$ cat src/rtl/hvac_zone_scheduler.sv
// hvac_zone_scheduler: shares one heating/cooling plant between NZONES zones.
// Round-robin grants with a minimum on-time, a contention cap on on-time and a
// fixed plant rest period between grants. All outputs are registered.
module hvac_zone_scheduler #(
    parameter int unsigned NZONES = 4,
    parameter int unsigned MIN_ON = 8,
    parameter int unsigned MAX_ON = 32,
    parameter int unsigned REST   = 4,
    parameter int unsigned ZW     = $clog2(NZONES)
) (
    input  logic                clk,
    input  logic                rst_n,
    input  logic [5*NZONES-1:0] temperature,
    output logic                heating,
    output logic                cooling,
    output logic [ZW-1:0]       zone,
    output logic                zone_valid,
    output logic                resting
);

    localparam logic [1:0] StIdle = 2'd0;
    localparam logic [1:0] StRun  = 2'd1;
    localparam logic [1:0] StRest = 2'd2;

    localparam int unsigned CW = $clog2(MAX_ON + 1);
    localparam int unsigned RW = $clog2(REST + 1);

    localparam logic [CW-1:0] MinOnLast = CW'(MIN_ON - 1);
    localparam logic [CW-1:0] MaxOnLast = CW'(MAX_ON - 1);
    localparam logic [CW-1:0] MaxOnSat  = CW'(MAX_ON);
    localparam logic [RW-1:0] RestLast  = RW'(REST - 1);

    logic [1:0]        state_q, state_d;
    logic [ZW-1:0]     zone_q, zone_d;
    logic [ZW-1:0]     ptr_q, ptr_d;
    logic              mode_heat_q, mode_heat_d;
    logic [CW-1:0]     on_cnt_q, on_cnt_d;
    logic [RW-1:0]     rest_cnt_q, rest_cnt_d;

    logic [NZONES-1:0] heat_req, cool_req, any_req;
    logic              win_found;
    logic [ZW-1:0]     win_zone;
    logic [ZW-1:0]     cand;
    logic [4:0]        t_zone;
    logic              satisfied;
    logic              others_req;
    logic              grant;

    // Per-zone requests from the hysteresis band (19..21 requests nothing)
    always_comb begin
        heat_req = '0;
        cool_req = '0;
        for (int i = 0; i < int'(NZONES); i++) begin
            heat_req[i] = (temperature[5*i +: 5] <= 5'd18);
            cool_req[i] = (temperature[5*i +: 5] >= 5'd22);
        end
    end

    assign any_req = heat_req | cool_req;

    // Round-robin winner: first requester searching upward from ptr+1, wrapping
    always_comb begin
        win_found = 1'b0;
        win_zone  = '0;
        cand      = '0;
        for (int i = 1; i <= int'(NZONES); i++) begin
            cand = ZW'((int'(ptr_q) + i) % int'(NZONES));
            if (!win_found && any_req[cand]) begin
                win_found = 1'b1;
                win_zone  = cand;
            end
        end
    end

    assign t_zone     = temperature[5*zone_q +: 5];
    assign satisfied  = mode_heat_q ? (t_zone >= 5'd20) : (t_zone <= 5'd20);
    assign others_req = |(any_req & ~(NZONES'(1) << zone_q));

    // Next-state: grant, on-time accounting and rest countdown
    always_comb begin
        state_d     = state_q;
        zone_d      = zone_q;
        ptr_d       = ptr_q;
        mode_heat_d = mode_heat_q;
        on_cnt_d    = on_cnt_q;
        rest_cnt_d  = rest_cnt_q;
        grant       = 1'b0;
        case (state_q)
            StIdle: begin
                if (win_found) grant = 1'b1;
            end
            StRun: begin
                if (on_cnt_q != MaxOnSat) on_cnt_d = on_cnt_q + 1'b1;
                if ((on_cnt_q >= MinOnLast && satisfied) ||
                    (on_cnt_q >= MaxOnLast && others_req)) begin
                    state_d    = StRest;
                    rest_cnt_d = '0;
                end
            end
            StRest: begin
                if (rest_cnt_q == RestLast) begin
                    if (win_found) grant = 1'b1;
                    else           state_d = StIdle;
                end else begin
                    rest_cnt_d = rest_cnt_q + 1'b1;
                end
            end
            default: state_d = StIdle;
        endcase
        // A grant from IDLE or from the last REST cycle loads a fresh RUN
        if (grant) begin
            state_d     = StRun;
            zone_d      = win_zone;
            ptr_d       = win_zone;
            mode_heat_d = heat_req[win_zone];
            on_cnt_d    = '0;
        end
    end

    // State registers with synchronous active-low reset
    always_ff @(posedge clk) begin
        if (!rst_n) begin
            state_q     <= StIdle;
            zone_q      <= '0;
            ptr_q       <= ZW'(NZONES - 1);
            mode_heat_q <= 1'b0;
            on_cnt_q    <= '0;
            rest_cnt_q  <= '0;
        end else begin
            state_q     <= state_d;
            zone_q      <= zone_d;
            ptr_q       <= ptr_d;
            mode_heat_q <= mode_heat_d;
            on_cnt_q    <= on_cnt_d;
            rest_cnt_q  <= rest_cnt_d;
        end
    end

    // Output registers decoded from the next state so they align with state_q
    always_ff @(posedge clk) begin
        if (!rst_n) begin
            heating    <= 1'b0;
            cooling    <= 1'b0;
            zone_valid <= 1'b0;
            resting    <= 1'b0;
        end else begin
            heating    <= (state_d == StRun) && mode_heat_d;
            cooling    <= (state_d == StRun) && !mode_heat_d;
            zone_valid <= (state_d == StRun);
            resting    <= (state_d == StRest);
        end
    end

    assign zone = zone_q;

endmodule

$ cat config.mk
export PLATFORM = sky130hd
export DESIGN_NAME = hvac_zone_scheduler
export DESIGN_NICKNAME = d
export VERILOG_FILES = /design/src/rtl/hvac_zone_scheduler.sv
export SDC_FILE = /design/constraint.sdc
export NUM_CORES = 1
export LEC_CHECK = 0
export CORE_ASPECT_RATIO = 0.75
export CORE_UTILIZATION = 52
export CTS_CLUSTER_SIZE = 40
export DETAILED_ROUTE_END_ITERATION = 7
export GPL_TIMING_DRIVEN = 0
export HOLD_SLACK_MARGIN = 0.05
export PLACE_DENSITY = 0.79
export SLEW_MARGIN = 20
export SYNTH_ARGS = -nofsm -noshare
export SYNTH_HDL_FRONTEND = slang
export SYNTH_SLANG_ARGS = --single-unit
$ cat constraint.sdc
create_clock -name clk -period 3.3 [get_ports clk]
set_input_delay 0.825 -clock clk [delete_from_list [all_inputs] [get_ports clk]]
set_output_delay 0.825 -clock clk [all_outputs]
set_load 0.03 [all_outputs]
# Word level (Yosys, flattened, before mapping)
# Cells that the tools add are included.
[op_classes]
n_bitwise = 4
mul = 1
shifts = 2
n_mux = 31
n_lt_le_gt_ge = 17
n_div = 0
add_sub_neg = 6
n_reduce_logical = 18
n_eq_ne = 8
[op_table]
columns = ["operator", "count"]
rows = [
  ["$ge A5 B5 Y1 const B", 5],
  ["$le A5 B5 Y1 const B", 5],
  ["$shiftx A20 B6 Y5", 1],
  ["$mux W2", 8],
  ["$lt A2 B3 Y1 const B", 5],
  ["$mux W1", 13],
  ["$bmux W1 S2", 5],
  ["$logic_and A1 B1 Y1", 7],
  ["$add A6 B1 Y6 const B", 1],
  ["$ge A6 B3 Y1 const B", 1],
  ["$ge A6 B5 Y1 const B", 1],
  ["$mux W3", 2],
  ["$ne A6 B6 Y1 const B", 1],
  ["$pmux W2 S3", 1],
  ["$pmux W3 S2", 1],
  ["$mul A3 B2 Y5 const A", 1],
  ["$add A2 B1 Y2 const B", 2],
  ["$add A2 B2 Y2 const B", 2],
  ["$and A4 B4 Y4", 1],
  ["$eq A2 B1 Y1 const B", 2],
  ["$eq A2 B2 Y1 const B", 2],
  ["$logic_not A1 Y1", 4],
  ["$ne A2 B2 Y1 const B", 2],
  ["$not A4 Y4", 1],
  ["13 further kinds", 13],
]
[totals]
output_inout_bits = 6
register_bits = 20
latch_bits = 0
inputBits = 22
mem_bits_ro = 0
ramBits = 0
memories = 0

# Logic depth before layout (Yosys ltp)
# Gate-level depths: netlist of the first run.
[logic_depth]
depth_word = 20
mapped_depth = 9
depth_no_buf = 9

# Worst setup path after synthesis of the first run
# No wires, ideal clock.
[synth_timing]
path_type = "input -> register"
start = "in temperature[12]"
end = "reg heating"
n_path_buf = 1
required_ns = 3.185
stages = 8
path_slack_ns = 0.635
arrival_ns = 2.550
path_cell_list = "nand3b_1 -> a211o_4 -> nor4_4 -> nor2b_2 -> buf_6 -> a2111oi_4 -> nor4_2 -> and2_1"
[synth_between]
elab_chain_len = 20
elab_cells_between_ends = 47
[synth_lines]
columns = ["item", "line_no", "source"]
rows = [
  ["start, declared", "13", "input logic [5*NZONES-1:0] temperature,"],
  ["$le A5 B5 Y1 / $ge A5 B5 Y1 (equally long branches)", "54, 55", ""],
  ["$or A4 B4 Y4", "59", "assign any_req = heat_req | cool_req;"],
  ["$bmux W1 S2", "68", "if (!win_found && any_req[cand]) begin"],
  ["$mux W1 (implied by the code)", "68", ""],
  ["$mux W1", "68", ""],
  ["$logic_not A1 Y1", "68", ""],
  ["$logic_and A1 B1 Y1", "68", ""],
  ["$mux W1", "68", ""],
  ["(+4 left out)", "-", ""],
  ["$logic_and A1 B1 Y1", "68", ""],
  ["$mux W1", "68", ""],
  ["$mux W2 / $mux W1 (equally long branches)", "102, 90", ""],
  ["$mux W2 / $mux W1 (equally long branches)", "101", "if (rest_cnt_q == RestLast) begin"],
  ["$pmux W2 S3 / $pmux W1 S2 (equally long branches)", "88", "case (state_q)"],
  ["$mux W2", "111", "if (grant) begin"],
  ["$eq A2 B1 Y1", "147", "heating <= (state_d == StRun) && mode_heat_d;"],
  ["$logic_and A1 B1 Y1 *", "147", ""],
  ["end signal, assigned", "147", ""],
  ["end, declared", "14", "output logic heating,"],
]
# Every way passes the cells marked *; elsewhere a longest branch is shown, timed or not. The select of a mux whose other input is x is not followed.
# A chain may end at the register's enable or synchronous reset.

# Final worst setup path of the first run
# Ends and elaborated chain as after synthesis.

==> results.cfg, run 1 <==
[status]
run_status = complete, no violations

[finish]
non_filler_instances = 243
mostFrequentLayoutCells = 27 x sky130_fd_sc_hd__clkdlybuf4s50_1, 20 x sky130_fd_sc_hd__dfxtp_1, 18 x sky130_fd_sc_hd__nor2_1, 16 x sky130_fd_sc_hd__nand2_1, 12 x sky130_fd_sc_hd__inv_1
layout.nets = 238
layout_cells_sized_above_1_pct = 9.66
syn2layout_area_growth_pct = 24.2
most_frequent_standard_cell_in_the_layout_excluding_fill_and_tap_cells = sky130_fd_sc_hd__clkdlybuf4s50_1
n_antenna_cell = 0

[global_route]
global_route_wire_length_before_repair_um = 6540
first_global_vias = 1419
grt_start_max_net_pins = 12
overflow = 0
grt_antenna_before_repair = 0
globalRouteTotalUtil_pct = 26.7

[sta]
hold_viol = 0
worst_pin_slew_ns = 0.483
final_slew_violations = 0
highest_clock_frequency_the_design_can_meet_mhz = 322
final_period_demand_of_the_worst_path_ns = 3.10
fin_tns_setup_ns = 0
finalSetupViolations = 0
rsz0062_at_grt = false
relSlewSlack_pct = 67.5
layout_worst_path_cycle_share_pct = 94.0
clock_skew_ns = 0.00677

[logic_synthesis]
synthDominantCellAreaShare_pct = 26.2
postSynthRegisterBits = 20
synth_ff_type = sky130_fd_sc_hd__dfxtp_1
ys_top_cells_by_area = sky130_fd_sc_hd__dfxtp_1 26%, sky130_fd_sc_hd__ha_1 6.5%, sky130_fd_sc_hd__nor2_1 4.4%, sky130_fd_sc_hd__mux4_2 4.4%, sky130_fd_sc_hd__nand2_1 3.9%
average_cell_area_after_synthesis_um2 = 8.69
postSynthNetCount = 206
syn_inst = 176
synthesis.area_um2 = 1530
synth-edff-count = 0
synth-seq-area-share_pct = 26.2
synth_warnings = 0
synthDominantAreaCellType = sky130_fd_sc_hd__dfxtp_1
synthArstFlopShare_pct = 0
synth.distinct_cells = 50

[floorplanning]
die_y_um = 49.0
die_w_um = 64.6
core_area_um2 = 2700
initial_core_util_pct = 56.6
floorplan.io_pins = 28
placementRows = 16
die_area_um2 = 3160

[flow_run]
maxCapViolCount = 0

[power_and_ir_drop]
power.density_nw_per_um2 = 347
cellLeakagePower_nw = 0.715
vdd.ir_drop.worst_mv = 0.257
design_power_total_mw = 0.659

[clock_tree]
clock_insertion_delay_worst_skew_ns = 0.26
cts.root.buffer_cell = sky130_fd_sc_hd__clkbuf_8
cts_resized = 0
postCtsSetupRepairBufs = 0
clk_pin_slew_ns = 0.08
cts_hold_repair.buffers = 0
cts_max_path_buffers = 2
cts_tree = done
cts_inserted_buffers = 3
cts_sinks = 20
ctsHtreeMaxLevel = 1

[setup_path]
timing.rr.end = rest_cnt_q[1]$_SDFFE_PN0P_
setup.worst_path.class = in2reg
worst_setup_startpoint = temperature[12]
worst_r2r_path_depth = 8
timing.critical_path.required_ns = 3.46
timing.reg2reg.setup_slack_ns = 0.86
worst_ep_arrival_time_ns = 3.27
path_max_fanout = 8
setup.worst_path.end = heating$_SDFF_PN0_
cp-start-kind = primary input
reg2reg_launch_point = zone[1]$_SDFFE_PN0P_
timing.critical_path.to_type = register

[place]
finalWeightedCongestion = 0.870
place.port_buffers = 27
detailedPlacementHpwl_um = 3040
place.detailed.instances = 239

[routing]
route.detailed.drc = 0
drt-pass1-iter-count = 4
routed_via_density = 6.00
route.vias.total = 1457
postRouteWirelength_um = 3830
wl_per_cell_um = 15.8
detailedRoute.firstIterationViolations = 81
postRouteAntennaNets = 0

[worst_hold_path]
hold_class = reg2reg
hold-path-cell-count = 2
synth_stat cells (4+ instances only):
cell / n
sky130_fd_sc_hd__ha_1: 8
sky130_fd_sc_hd__nor2b_1: 8
sky130_fd_sc_hd__inv_1: 12
sky130_fd_sc_hd__dfxtp_1: 20
sky130_fd_sc_hd__a21oi_1: 8
sky130_fd_sc_hd__nand2b_1: 4
sky130_fd_sc_hd__nor2_1: 18
sky130_fd_sc_hd__mux2i_1: 5
sky130_fd_sc_hd__o211ai_1: 8
sky130_fd_sc_hd__nand2_1: 16
sky130_fd_sc_hd__o21ai_1: 5
through the flow:
stage	setup slack (ns)	util, %	area (µm²)	hold WS [ns]
floorplan	0.635	-	1530	0.438
CTS	0.214	70.3	1900	0.474
global placement	0.0258	68.2	1840	0.447
detailed placement	-0.0536	68.2	1840	0.463
finish	0.197	70.3	1900	0.464
global route	0.0395	70.3	1900	0.506
flip-flops by register name, summed over array words and instances, names as in the netlist:
| register | count |
|---|---|
| ptr_q | 2 |
| heating | 1 |
| zone | 2 |
| rest_cnt_q | 3 |
| cooling | 1 |
| on_cnt_q | 6 |
| mode_heat_q | 1 |
| resting | 1 |
| zone_valid | 1 |
| state_q | 2 |
critical path, stage by stage:
cell                              delay [ns]
sky130_fd_sc_hd__clkdlybuf4s50_1        0.47
sky130_fd_sc_hd__nand3b_1               0.21
sky130_fd_sc_hd__a211o_4                0.39
sky130_fd_sc_hd__nor4_4                 0.47
sky130_fd_sc_hd__nor2b_2                0.09
sky130_fd_sc_hd__buf_6                  0.15
sky130_fd_sc_hd__a2111oi_4              0.37
sky130_fd_sc_hd__nor4_2                 0.11
sky130_fd_sc_hd__and2_1                 0.17
metal layers:
layer	wire, µm	track usage (%)
met2	1780	43.5
met4	25	4.81
met3	208	5.84
met5	0	0
met1	1810	36.6
final cells by class:
class                   count  area [µm²]
multi-input cells         140        1060
inverters                  12        45.0
repair buffers             27         270
plain buffers               4        23.8
flip-flops and latches     20         400
fillers                   204         803
clock buffers               4        55.1
well taps                  36        45.0
worst min path at each step:
stage / start / endpoint / slack [ns]
2_1_floorplan: rest_cnt_q[2]$_SDFFE_PN0P_ / rest_cnt_q[2]$_SDFFE_PN0P_ / 0.44
3_3_place_gp: rest_cnt_q[2]$_SDFFE_PN0P_ / rest_cnt_q[2]$_SDFFE_PN0P_ / 0.45
3_5_place_dp: rest_cnt_q[2]$_SDFFE_PN0P_ / rest_cnt_q[2]$_SDFFE_PN0P_ / 0.46
4_1_cts: rest_cnt_q[2]$_SDFFE_PN0P_ / rest_cnt_q[2]$_SDFFE_PN0P_ / 0.47
5_1_grt: rest_cnt_q[2]$_SDFFE_PN0P_ / rest_cnt_q[2]$_SDFFE_PN0P_ / 0.51
6_report: rest_cnt_q[2]$_SDFFE_PN0P_ / rest_cnt_q[2]$_SDFFE_PN0P_ / 0.46
report_power, final:
part,switching (mW),leakage (nW),total (mW),internal [mW]
Combinational,0.109,0.523,0.204,0.0953
Clock,0.0817,0.0288,0.188,0.106
Sequential,0.0108,0.164,0.267,0.256
kinds of logic (layout without fill, tap and decap cells):
logic type / after synthesis / after routing / share of synthesized area, %
simple gates: 70 / 70 / 25.8
compound gates: 49 / 49 / 26.4
flops: 20 / 20 / 26.2
buf+inv: 16 / 47 / 4.50
fa+ha+maj: 8 / 8 / 6.55
mux: 8 / 8 / 7.69
xor+xnor: 5 / 5 / 2.86
Power figures use the tool's default switching activity.
==> inputs of run 2 (changes only) <==
Settings changed: ABC_AREA from default to 1, CORE_UTILIZATION 52 to 53, CTS_CLUSTER_SIZE 40 to 12, PLACE_DENSITY 0.79 to 0.8.
==> run 2 against run 1 <==
Against the previous run: setup slack improved by 0.40 ns; register-to-register slack improved by 0.46 ns; combinational power rose to 3.0 times the previous value; critical path depth rose by 3; first-iteration DRC count rose by 120%; sequential cell count did not move; critical path type unchanged; critical endpoint is now mode_heat_q$_SDFF_PN0_; highest routed layer unchanged.
==> results.cfg, run 2 <==
[clock_tree]
cts_inserted_buffers = 3
cts_resized = 0
cts_tree = done
ctsHtreeMaxLevel = 1
cts.root.buffer_cell = sky130_fd_sc_hd__clkbuf_8
cts_sinks = 20
postCtsSetupRepairBufs = 0
clock_insertion_delay_worst_skew_ns = 0.26
cts_hold_repair.buffers = 0
cts_max_path_buffers = 2
clk_pin_slew_ns = 0.08

[setup_path]
worst_ep_arrival_time_ns = 2.86
setup.worst_path.class = in2reg
crit_top_cell = sky130_fd_sc_hd__nand2_1
timing.critical_path.buf_inv = 2
critPathTopFamily = simple AND/OR/NAND/NOR gates
worstPathCellList = clkdlybuf4s50_1 -> a21oi_1 -> nand4_1 -> nand3_1 -> nand2_1 -> nor2_2 -> nand2_2 -> o22ai_4 -> inv_2 -> or2_0 -> nand2_1 -> nor2_1
timing.critical_path.required_ns = 3.45
cp-start-kind = primary input
timing.critical_path.to_type = register
worst_path_max_delay_cell = sky130_fd_sc_hd__clkdlybuf4s50_1
path_max_fanout = 8
critical-path-max-stage-delay_ns = 0.44

[sta]
relSlewSlack_pct = 68.6
layout_worst_path_cycle_share_pct = 82.0
worst_pin_slew_ns = 0.469
rsz0062_at_grt = false
clock_skew_ns = 0.00716
highest_clock_frequency_the_design_can_meet_mhz = 370
final_slew_violations = 0
hold_viol = 0
final_period_demand_of_the_worst_path_ns = 2.70
finalSetupViolations = 0
fin_tns_setup_ns = 0

[logic_synthesis]
average_cell_area_after_synthesis_um2 = 6.19
synth-seq-area-share_pct = 25.1
synth_ff_type = sky130_fd_sc_hd__dfxtp_1
synthesis.area_um2 = 1600
synthMostInstantiatedCell = sky130_fd_sc_hd__nand2_1
synthDominantCellAreaShare_pct = 25.1
synth_warnings = 0
synthDominantAreaCellType = sky130_fd_sc_hd__dfxtp_1
postSynthRegisterBits = 20
ys_top_cells_by_area = sky130_fd_sc_hd__dfxtp_1 25%, sky130_fd_sc_hd__nand2_1 17%, sky130_fd_sc_hd__nand3_1 10%, sky130_fd_sc_hd__inv_1 7.3%, sky130_fd_sc_hd__ha_1 6.3%
syn_inst = 258
ys_top_cells_by_count = 74 x sky130_fd_sc_hd__nand2_1, 32 x sky130_fd_sc_hd__nand3_1, 31 x sky130_fd_sc_hd__inv_1
synth.distinct_cells = 30
synthArstFlopShare_pct = 0
synth-edff-count = 0
postSynthNetCount = 288

[floorplanning]
die_w_um = 65.4
die_y_um = 49.6
placementRows = 16
core_area_um2 = 2740
floorplan.io_pins = 28
die_area_um2 = 3240
initial_core_util_pct = 58.3

[routing]
postRouteAntennaNets = 0
route.vias.total = 1747
drt-pass1-iter-count = 5
detailedRoute.firstIterationViolations = 175
routed_via_density = 5.38
route.detailed.drc = 0
postRouteWirelength_um = 3890
wl_per_cell_um = 12.0

[finish]
number_of_flip_flops_in_the_largest_register = 6
most_frequent_standard_cell_in_the_layout_excluding_fill_and_tap_cells = sky130_fd_sc_hd__nand2_1
layout_cells_sized_above_1_pct = 7.61
layout.filler_cells = 229
mostFrequentLayoutCells = 74 x sky130_fd_sc_hd__nand2_1, 32 x sky130_fd_sc_hd__nand3_1, 31 x sky130_fd_sc_hd__inv_1, 27 x sky130_fd_sc_hd__clkdlybuf4s50_1, 26 x sky130_fd_sc_hd__nor2_1
n_antenna_cell = 0
syn2layout_area_growth_pct = 24.2
regMostFlops = on_cnt_q
layout.nets = 320
layout_top_registers = on_cnt_q x6, rest_cnt_q x3

[power_and_ir_drop]
cellLeakagePower_nw = 0.937
power.density_nw_per_um2 = 591
design_power_total_mw = 1.17
vdd.ir_drop.worst_mv = 0.377

[global_route]
grt_antenna_before_repair = 0
overflow = 0
globalRouteTotalUtil_pct = 26.5
grt_start_max_net_pins = 13
global_route_wire_length_before_repair_um = 6730
first_global_vias = 1520

[status]
run_status = complete, no violations

[place]
detailedPlacementHpwl_um = 3170
place.port_buffers = 27
finalWeightedCongestion = 0.860

[flow_run]
maxCapViolCount = 0

[worst_hold_path]
hold_class = reg2reg
run 2: metrics by stage:
step	instance area (µm²)	worst slack, ns	hold WS (ns)	utilization [%]	cells
4_1_cts	1980	0.600	0.478	72.4	325
5_1_grt	1980	0.354	0.507	72.4	325
3_3_place_gp	1910	0.334	0.463	69.8	321
6_report	1980	0.595	0.474	72.4	325
2_1_floorplan	1600	1.11	0.443	-	258
3_5_place_dp	1910	0.326	0.465	69.8	321
run 2: final timing paths:
kind | end | from | slack (ns) | cells past startpoint
max | mode_heat_q$_SDFF_PN0_ | temperature[17] | 0.60 | 12
min | rest_cnt_q[2]$_SDFFE_PN0P_ | rest_cnt_q[2]$_SDFFE_PN0P_ | 0.47 | 2
max reg2reg | cooling$_SDFF_PN0_ | zone[1]$_SDFFE_PN0P_ | 1.32 | 14
min reg2reg | rest_cnt_q[2]$_SDFFE_PN0P_ | rest_cnt_q[2]$_SDFFE_PN0P_ | 0.47 | 2
run 2: final cells by class:
class	instances	area [µm²]	area share (%)
multi-input combinational	202	1050	53.2
sequential	20	400	20.2
timing repair buffer	27	270	13.6
inverter	35	131	6.62
tap	36	45.0	2.27
clock buffer	3	41.3	2.08
clock inverter	1	30.0	1.51
buffer	1	11.3	0.567
run 2: logic make-up after synthesis:
kind of cell	after synthesis	synth area share (%)
simple gates	155	43.1
buf+inv	36	8.93
compound gates	35	14.0
flops	20	25.1
xor+xnor	4	2.66
fa+ha+maj	8	6.26
run 2: per-layer routing:
metal | global-route usage, % | wire, µm | up-vias
met5 | 0 | 0 | -
met4 | 3.26 | 21 | 0
met3 | 5.56 | 241 | 4
met2 | 38.7 | 1550 | 58
met1 | 40.3 | 2080 | 768
li1 | - | - | 917
run 2: report_power, final:
part	internal, mW	switching, mW	leakage (nW)
sequential	0.278	0.0321	0.164
combinational	0.230	0.388	0.737
clock	0.162	0.0826	0.0357
total	0.670	0.503	0.937
run 2: tightest hold or removal path, delay by kind of cell (launching register included):
| family | cells | cell delay (ns) |
|---|---|---|
| buffers and inverters | 1 | 0.07 |
| DFF | 1 | 0.30 |
| AOI/OAI and AO/OA | 1 | 0.06 |
